--- config.mk ---
export PLATFORM = sky130hd
export DESIGN_NAME = br_flow_mux_rr_bypass
export DESIGN_NICKNAME = d
export VERILOG_FILES = /design/src/rtl/br_flow_mux_rr_bypass.sv
export SDC_FILE = /design/constraint.sdc
export NUM_CORES = 1
export LEC_CHECK = 0
export CORE_AREA = 2 2 39 41
export CTS_BUF_LIST = sky130_fd_sc_hd__clkbuf_2 sky130_fd_sc_hd__clkbuf_4 sky130_fd_sc_hd__clkbuf_8
export DETAILED_ROUTE_END_ITERATION = 16
export DIE_AREA = 0 0 41 43
export SKIP_CTS_REPAIR_TIMING = 1
export SLEW_MARGIN = 10
export SYNTH_ARGS = -nofsm -noshare
export SYNTH_HDL_FRONTEND = slang
export SYNTH_SLANG_ARGS = --single-unit
--- constraint.sdc ---
create_clock -name clk -period 3.3 [get_ports clk]
set_input_delay 0.495 -clock clk [delete_from_list [all_inputs] [get_ports clk]]
set_output_delay 0.495 -clock clk [all_outputs]
set_load 0.03 [all_outputs]
--- src/rtl/br_flow_mux_rr_bypass.sv ---
// ============================================================================
//  br_flow_mux_rr_bypass
//  Round-robin N:1 ready-valid mux with a 1-entry bypass buffer on the output.
//  Revision: 1.0
// ============================================================================
`default_nettype none

module br_flow_mux_rr_bypass #(
   parameter  int NumFlows = 2,
   parameter  int Width    = 1,
   localparam int IdWidth  = $clog2(NumFlows)
) (
   input  logic                               clk,
   input  logic                               rst_n,
   output logic [NumFlows-1:0]                push_ready,
   input  logic [NumFlows-1:0]                push_valid,
   input  logic [NumFlows-1:0][Width-1:0]     push_data,
   input  logic                               pop_ready,
   output logic                               pop_valid,
   output logic [Width-1:0]                   pop_data,
   output logic [IdWidth-1:0]                 pop_flow_id
);

   logic                buf_valid_q, buf_valid_d;
   logic [Width-1:0]    buf_data_q;
   logic [IdWidth-1:0]  buf_id_q;
   logic [IdWidth-1:0]  last_grant_q, last_grant_d;

   logic [NumFlows-1:0] grant;
   logic [IdWidth-1:0]  win_id;
   logic [IdWidth-1:0]  scan_idx;
   logic                found;
   logic                any_req;
   logic                can_accept;
   logic                pushed;
   logic                buf_push;
   logic                buf_pop;

   // Scan upward from the flow after the last grant, wrapping at NumFlows.
   always_comb begin
      grant    = '0;
      win_id   = '0;
      scan_idx = '0;
      found    = 1'b0;
      for (int k = 1; k <= NumFlows; k++) begin
         scan_idx = IdWidth'((int'(last_grant_q) + k) % NumFlows);
         if (!found && push_valid[scan_idx]) begin
            found            = 1'b1;
            grant[scan_idx]  = 1'b1;
            win_id           = scan_idx;
         end
      end
   end

   // rst_n gates the request so no handshake can complete while in reset.
   assign any_req     = rst_n && (|push_valid);
   assign can_accept  = pop_ready || !buf_valid_q;
   assign pushed      = any_req && can_accept;
   assign push_ready  = pushed ? grant : '0;

   assign pop_valid   = buf_valid_q || any_req;
   assign pop_data    = buf_valid_q ? buf_data_q : push_data[win_id];
   assign pop_flow_id = buf_valid_q ? buf_id_q   : win_id;

   assign buf_push     = pushed && (!pop_ready || buf_valid_q);
   assign buf_pop      = pop_ready && buf_valid_q;
   assign buf_valid_d  = buf_push || (buf_valid_q && !buf_pop);
   assign last_grant_d = pushed ? win_id : last_grant_q;

   always_ff @(posedge clk or negedge rst_n) begin
      if (!rst_n) begin
         buf_valid_q  <= 1'b0;
         last_grant_q <= IdWidth'(NumFlows - 1);
      end else begin
         buf_valid_q  <= buf_valid_d;
         last_grant_q <= last_grant_d;
      end
   end

   // Payload is qualified by buf_valid_q, so it needs no reset.
   always_ff @(posedge clk) begin
      if (buf_push) begin
         buf_data_q <= push_data[win_id];
         buf_id_q   <= win_id;
      end
   end

   a_push_ready_onehot0 : assert property (
      @(posedge clk) disable iff (!rst_n) $onehot0(push_ready));

   a_pop_stable : assert property (
      @(posedge clk) disable iff (!rst_n)
      (pop_valid && !pop_ready) |=> (pop_valid && $stable(pop_data) && $stable(pop_flow_id)));

endmodule

`default_nettype wire

==> metrics.cfg, run 1 <==
[sta]
layout_min_cycle_time_ns = 2.64
worst_pin_slew_ns = 0.355
hold_violations = 0
rsz0062_at_grt = false
slew_violations = 0
totalNegativeSetupSlack_ns = 0
relSlewSlack_pct = 76.3
fin_crit_sh_pct = 80.1
fmaxAchievable_mhz = 378
setup_viol = 0
finClkSkew_ns = 0.00315

[detailed_routing]
routed_via_density = 4.00
drtIter0Drc = 4
routed_wl_um = 481
firstDrtPassIters = 3
route.vias.total = 224
drcViolationCount = 0
detail_route.wl_per_cell_um = 8.59
antenna_left = 0

[cts]
path_clk_slew_ns = 0.04
cts_made_buffers = 3
clockRootBuffer = clkbuf_4
cts_htree_levels = 1
cts_tree = built
cts_buffer_depth = 2
cts_sinks = 4
clkLatencyLatePin_ns = 0.24

[worst_setup_path]
r2r_slack_ns = 2.04
crit_slowest_cell = clkdlybuf4s50_1
required_ns = 2.80
critPathKind = in2out
crit_chain = clkdlybuf4s50_1 > a21bo_4 > clkinv_4 > a21oi_2 > a21oi_2 > clkdlybuf4s50_1
crit_family = buffers and inverters
end_kind = output port
critPathBufInv = 3
arrival_ns = 2.15
start_kind = input pin
max_stage_delay_ns = 0.67
crit_fanout = 5

[outcome]
outcome = complete, no violations

[synth]
synth_area_leader_cell = edfxtp_1
synth_edf_count = 2
ys.flop_type = edfxtp_1
syn_nets = 32
synthDistinctLibCells = 16
ys_async_sr_fraction_pct = 50.0
synth_area_sq_um = 250
avgSynthCellArea_sq_um = 10.0
synth_warnings = 0
synth.top_cell.area_share_pct = 24.0
synth-seq-area-share_pct = 44.5
syn_inst = 25
synth.area.top_cells = edfxtp_1 (24%), dfstp_2 (11%), dfrtp_1 (10%)
yosysMostFrequentCell = nand2_1
yosys-top-cells-count = nand2_1 (4), nor2b_1 (3), o21ai_1 (3), a21oi_2 (2), edfxtp_1 (2)
ys_seq_elements = 4

[layout]
n_fill_cell = 146
diodes = 0
nNetsFinal = 48
area_growth_pct = 64.0
drive_gt1_share_pct = 25.0
instances_no_fill = 56
finish.utilization_pct = 29.7

[grt]
antenna_found_initial = 0
grt_util_all_layers_pct = 7.58
grt_pass1_wl_um = 834
grt_remaining_overflow = 0
grt_pass1_vias = 210
grt_max_degree = 8

[placed_design]
dpl.hpwl_um = 377
dp_cells = 52
globalplace.congestion = 0.721
port_buffers = 11

[job]
drv_cap = 0

[pwr]
ir_worst_vdd_v = 0.000215
leakagePower_nw = 0.157
p_per_area_mw_per_mm2 = 518

[floorplan]
rows = 14
dieArea_sq_mm = 0.00176
core-area_sq_mm = 0.00138
die_w_um = 41
ios = 12
fp.dieH_um = 43
initial_core_util_pct = 18.1

[hold_path]
hold_class = in2async

-- layer usage --
layer / global-route usage, % / up-vias / share of wire [%]
li1: - / 120 / -
met1: 9.51 / 94 / 48
met2: 8.75 / 10 / 42
met3: 6.28 / 0 / 9.1
met4: 4.00 / 0 / 0
met5: 0 / - / 0
-- cell usage in the layout, fill, tap and decap left out, drive strengths merged --
cell and instances:
a21bo 1, a21oi 2, a32o 1, and3 1, clkbuf 4, clkdlybuf4s50 11
clkinv 1, dfrtp 1, dfstp 1, edfxtp 2, nand2 4, nand2b 2
nand3 1, nor2 1, nor2b 3, nor3b 1, o21ai 3
-- path summary, 6_finish.rpt --
kind,from,endpoint,depth (start not counted)
max reg2reg,buf_valid_q,buf_data_q,2
min reg2reg,last_grant_q,last_grant_q,1
min in group clk,last_grant_q,last_grant_q,1
max,push_valid[1],pop_data,6
min,rst_n,buf_valid_q,1
max in group asynchronous,rst_n,last_grant_q,1
-- cell families after synthesis --
| kind of cell | count (synthesis) | synth area share (%) |
|---|---|---|
| buffers and inverters | 1 | 3.50 |
| and+or+nand+nor | 13 | 28.5 |
| DFF | 4 | 44.5 |
| AOI/OAI and AO/OA | 7 | 23.5 |
-- layout make-up --
type                    instances  area, sq um  area share (%)
inverters                       1         8.76            2.13
multi-input cells              20          130            31.7
well taps                      16         20.0            4.88
clock buffers                   4         30.0            7.32
flip-flops and latches          4          111            27.1
repair buffers                 11          110            26.8
-- worst reg2reg max path, stage by stage, from the launching register on --
cell and delay [ns]:
dfrtp_1 0.45, nand2b_2 0.14, nor3b_1 0.34
-- flip-flops by register name (all words and copies together) (netlist names) --
register / flops
buf_data_q: 1
last_grant_q: 1
buf_valid_q: 1
buf_id_q: 1
-- power by group --
| group | switching [mW] | internal, mW |
|---|---|---|
| combinational | 0.0330 | 0.0325 |
| sequential | 0.00673 | 0.0629 |
| clock | 0.0237 | 0.0538 |
| total | 0.0634 | 0.149 |
-- metrics by stage --
stage | instance area, sq um | power (mW) | worst slack, ns | hold slack (ns)
6_report | 410 | 0.213 | 0.656 | 0.467
3_3_place_gp | 380 | 0.136 | 0.647 | 0.581
3_5_place_dp | 380 | 0.136 | 0.638 | 0.584
5_1_grt | 410 | 0.227 | 0.561 | 0.472
2_1_floorplan | 250 | 0.110 | 1.63 | 0.199
4_1_cts | 410 | 0.218 | 0.644 | 0.457
No activity file was read; power rests on OpenSTA's default activity.
==> run 2: changes to the inputs <==
Clock period 3.3 ns to 2.3 ns, I/O delays scaled along.
==> run 2 against run 1 <==
Cell count up 1.8%. Critical path depth decreased by 2. Via count rose by 5.8%. Worst setup slack worse by 0.58 ns. Final area is 0.61% higher. Sequential share of layout area fell by 0.16 points. Clock power grew 38%. Register-to-register slack lost 0.95 ns. Combinational power increased by 43%. Critical path type unchanged. Critical endpoint is now pop_flow_id.
==> metrics.cfg, run 2 (synthesis gave the netlist of run 1 again) <==
[outcome]
outcome = complete, no violations

[sta]
setup_slack_ns = 0.0785
hold_violations = 0
relSlewSlack_pct = 79.5
layout_min_cycle_time_ns = 2.22
slew_violations = 0
setup_viol = 0
totalNegativeSetupSlack_ns = 0
fin_crit_sh_pct = 96.6
rsz0062_at_grt = false
finClkSkew_ns = 0.00606
worst_pin_slew_ns = 0.307
fmaxAchievable_mhz = 450

[cts]
cts_made_buffers = 3
path_clk_slew_ns = 0.03
cts_tree = built
cts_buffer_depth = 2
clkLatencyLatePin_ns = 0.24
cts_sinks = 4
clockRootBuffer = clkbuf_4
cts_htree_levels = 1

[worst_setup_path]
crit_fanout = 3
r2r_slack_ns = 1.09
required_ns = 1.96
r2r-start = buf_valid_q
r2r_cells = 2
arrival_ns = 1.88
r2r_end = buf_data_q
end_kind = output port
critPathKind = in2out
start_kind = input pin

[pwr]
p_per_area_mw_per_mm2 = 728
ir_worst_vdd_v = 0.000284
power.switching_mw = 0.0873
p_int_mw = 0.213
p_seq_share_pct = 33.2
comb_power_share_pct = 31.2
switching_share_pct = 29.1
clkPwrFrac_pct = 35.5
leakagePower_nw = 0.165

[grt]
grt_pass1_vias = 222
grt_util_all_layers_pct = 7.76
grt_remaining_overflow = 0
grt_pass1_wl_um = 834
grt_max_degree = 8
antenna_found_initial = 0

[placed_design]
dpl.hpwl_um = 423
pre_cts_slack_ns = 0.0643
port_buffers = 11
globalplace.congestion = 0.682

[detailed_routing]
route.vias.total = 237
antenna_left = 0
routed_via_density = 4.16
detail_route.wl_per_cell_um = 8.77
firstDrtPassIters = 4
drcViolationCount = 0
drtIter0Drc = 3
routed_wl_um = 500

[floorplan]
initial_core_util_pct = 18.1
fp.dieH_um = 43
die_w_um = 41
dieArea_sq_mm = 0.00176
ios = 12
rows = 14
core-area_sq_mm = 0.00138

[layout]
layout_commonest_cell = clkdlybuf4s50_1
drive_gt1_share_pct = 31.7
area_growth_pct = 65.0
diodes = 0
n_fill_cell = 151
nNetsFinal = 49
layout_common_cells = clkdlybuf4s50_1 (9), nand2_1 (4), clkbuf_4 (4)

[job]
drv_cap = 0

[hold_path]
hold_class = in2async

## run 2: cell type report
| cell class | instances | area [sq um] | share of cell area (%) |
|---|---|---|---|
| Clock buffer | 4 | 30.0 | 7.27 |
| Timing Repair Buffer | 12 | 113 | 27.3 |
| Inverter | 1 | 8.76 | 2.12 |
| Tap cell | 16 | 20.0 | 4.85 |
| Multi-Input combinational cell | 20 | 130 | 31.5 |
| Sequential cell | 4 | 111 | 27.0 |
## run 2: worst max-delay path by stage
stage | from | endpoint | slack (ns) | depth (start not counted)
CTS | push_valid[0] | push_ready[0] | 0.07 | 5
global placement | push_valid[0] | push_ready[0] | 0.08 | 5
detailed placement | push_valid[1] | pop_flow_id | 0.06 | 4
global route | push_valid[1] | pop_flow_id | 0.01 | 4
floorplan | last_grant_q | push_ready[0] | 0.81 | 3
finish | push_valid[1] | pop_flow_id | 0.08 | 4
## run 2: critical path, cell delays in order
cell and delay, ns:
clkdlybuf4s50_1 0.49, a21bo_4 0.25, o21ai_1 0.11, clkdlybuf4s50_1 0.67
## run 2: power by group through the flow
stage	sequential, mW	combinational [mW]	clock, mW
floorplan	0.0987	0.0590	0
global placement	0.101	0.0950	0
detailed placement	0.101	0.0954	0
CTS	0.0999	0.0957	0.111
global route	0.101	0.102	0.118
finish	0.0999	0.0939	0.107
## run 2: stage by stage
step	power [mW]	utilization (%)	hold slack [ns]	area (sq um)	std cells
after floorplan	0.158	-	0.0494	250	25
final	0.300	29.8	0.441	413	57
after global placement	0.196	27.7	0.579	383	53
after detailed placement	0.196	27.7	0.582	383	53
after CTS	0.306	29.8	0.439	413	57
after global routing	0.321	29.8	0.447	413	57
## run 2: per-layer routing
layer  global-route usage [%]  part of all wire (%)  up-vias
li1                         -                     -      124
met1                     8.14                    43       99
met2                     9.69                    44       10
met3                     4.71                   9.4        4
met4                     8.00                   3.8        0
met5                        0                     0        -
==> run 3: changes to the inputs <==
Settings changed: CORE_AREA 2 2 39 41 to 3 3 40 42, DIE_AREA 0 0 41 43 to 0 0 43 45, REMOVE_ABC_BUFFERS set to 1.
==> run 3 against run 2 <==
Via count decreased by 3.4%. Global-route usage decreased by 0.55 points. First-iteration DRC count unchanged. Worst setup slack got worse by 0.0023 ns. Critical path type unchanged. Largest cell class unchanged.
==> metrics.cfg, run 3 (synthesis gave the netlist of run 1 again) <==
[floorplan]
core-area_sq_mm = 0.00128
fp.dieH_um = 45
die_w_um = 43
rows = 13
initial_core_util_pct = 19.5
dieArea_sq_mm = 0.00194
ios = 12

[sta]
hold_violations = 0
totalNegativeSetupSlack_ns = 0
rsz0062_at_grt = false
hold-worst-slack_ns = 0.424
worst_pin_slew_ns = 0.320
fmaxAchievable_mhz = 450
slew_violations = 0
setup_viol = 0
layout_min_cycle_time_ns = 2.22
relSlewSlack_pct = 78.6
finClkSkew_ns = 0.00743
fin_crit_sh_pct = 96.7

[cts]
cts_htree_levels = 1
cts_made_buffers = 3
clockRootBuffer = clkbuf_4
cts_buffer_depth = 2
cts_sinks = 4
path_clk_slew_ns = 0.03
cts_tree = built
clkLatencyLatePin_ns = 0.24

[worst_setup_path]
r2r-start = buf_valid_q
r2r_slack_ns = 1.09
crit_top_cell = clkdlybuf4s50_1
max_stage_delay_ns = 0.69
end_kind = output port
crit_slowest_cell = clkdlybuf4s50_1
crit_fanout = 3
r2r_end = buf_data_q
crit_chain = clkdlybuf4s50_1 > a21bo_4 > o21ai_1 > clkdlybuf4s50_1
arrival_ns = 1.88
required_ns = 1.96
r2r_cells = 2
critPathKind = in2out
start_kind = input pin

[grt]
antenna_found_initial = 0
grt_pass1_vias = 231
grt_remaining_overflow = 0
grt_pass1_wl_um = 959
grt_max_degree = 8
grt_util_all_layers_pct = 7.21

[placed_design]
globalplace.congestion = 0.639
port_buffers = 11

[pwr]
leakagePower_nw = 0.165
p_per_area_mw_per_mm2 = 732
total_power_mw = 0.301
ir_worst_vdd_v = 0.000271

[layout]
layout_common_cells = clkdlybuf4s50_1 (9), nand2_1 (4), clkbuf_4 (4)
drive_gt1_share_pct = 31.7
nNetsFinal = 49
diodes = 0
layout_commonest_cell = clkdlybuf4s50_1
area_growth_pct = 64.5

[hold_path]
hold_class = in2async

[detailed_routing]
firstDrtPassIters = 2
drcViolationCount = 0
routed_via_density = 4.09
route.vias.total = 229
routed_wl_um = 512
drtIter0Drc = 3
antenna_left = 0
detail_route.wl_per_cell_um = 9.14

[outcome]
outcome = complete, no violations

[job]
drv_cap = 0

-- run 3: per-stage QoR --
step | util, % | instances | worst slack, ns | cell area (sq um)
CTS | 32.0 | 56 | 0.0692 | 412
global route | 32.0 | 56 | 0.00730 | 412
floorplan | - | 25 | 0.810 | 250
detailed placement | 29.7 | 52 | 0.0624 | 382
global placement | 29.7 | 52 | 0.0699 | 382
finish | 32.0 | 56 | 0.0762 | 412
-- run 3: worst max-delay path by stage --
stage,start,to,slack [ns],depth (start not counted)
finish,push_valid[1],pop_flow_id,0.08,4
global route,push_valid[1],pop_flow_id,0.007,4
CTS,push_valid[1],pop_flow_id,0.07,4
detailed placement,push_valid[1],pop_flow_id,0.06,4
global placement,push_valid[1],pop_flow_id,0.07,4
floorplan,last_grant_q,push_ready[0],0.81,3
-- run 3: report_power, final --
part           leakage [nW]  internal, mW  switching [mW]
Clock                0.0184        0.0769          0.0301
Combinational         0.105        0.0460          0.0484
Sequential           0.0414        0.0903         0.00954
-- run 3: worst max-delay path: cells and delay by family --
| family | cells | cell delay [ns] |
|---|---|---|
| AOI/OAI and AO/OA | 2 | 0.36 |
| buffers and inverters | 2 | 1.18 |
-- run 3: final cells by class --
cell class | instances | area (sq um)
inverters | 1 | 8.76
repair buffers | 12 | 113
flip-flops and latches | 4 | 111
multi-input cells | 20 | 130
well taps | 15 | 18.8
fillers | 137 | 873
clock buffers | 4 | 30.0
-- run 3: metal layers --
metal  share of wire (%)  wire length [um]  track usage (%)  vias to the layer above
met1                  50               255             8.11                       96
met4                 1.6                 8             7.23                        0
met2                  42               213             9.28                        8
met5                   0                 0                0                        -
met3                 6.6                34             3.98                        2
li1                    -                 -                -                      123
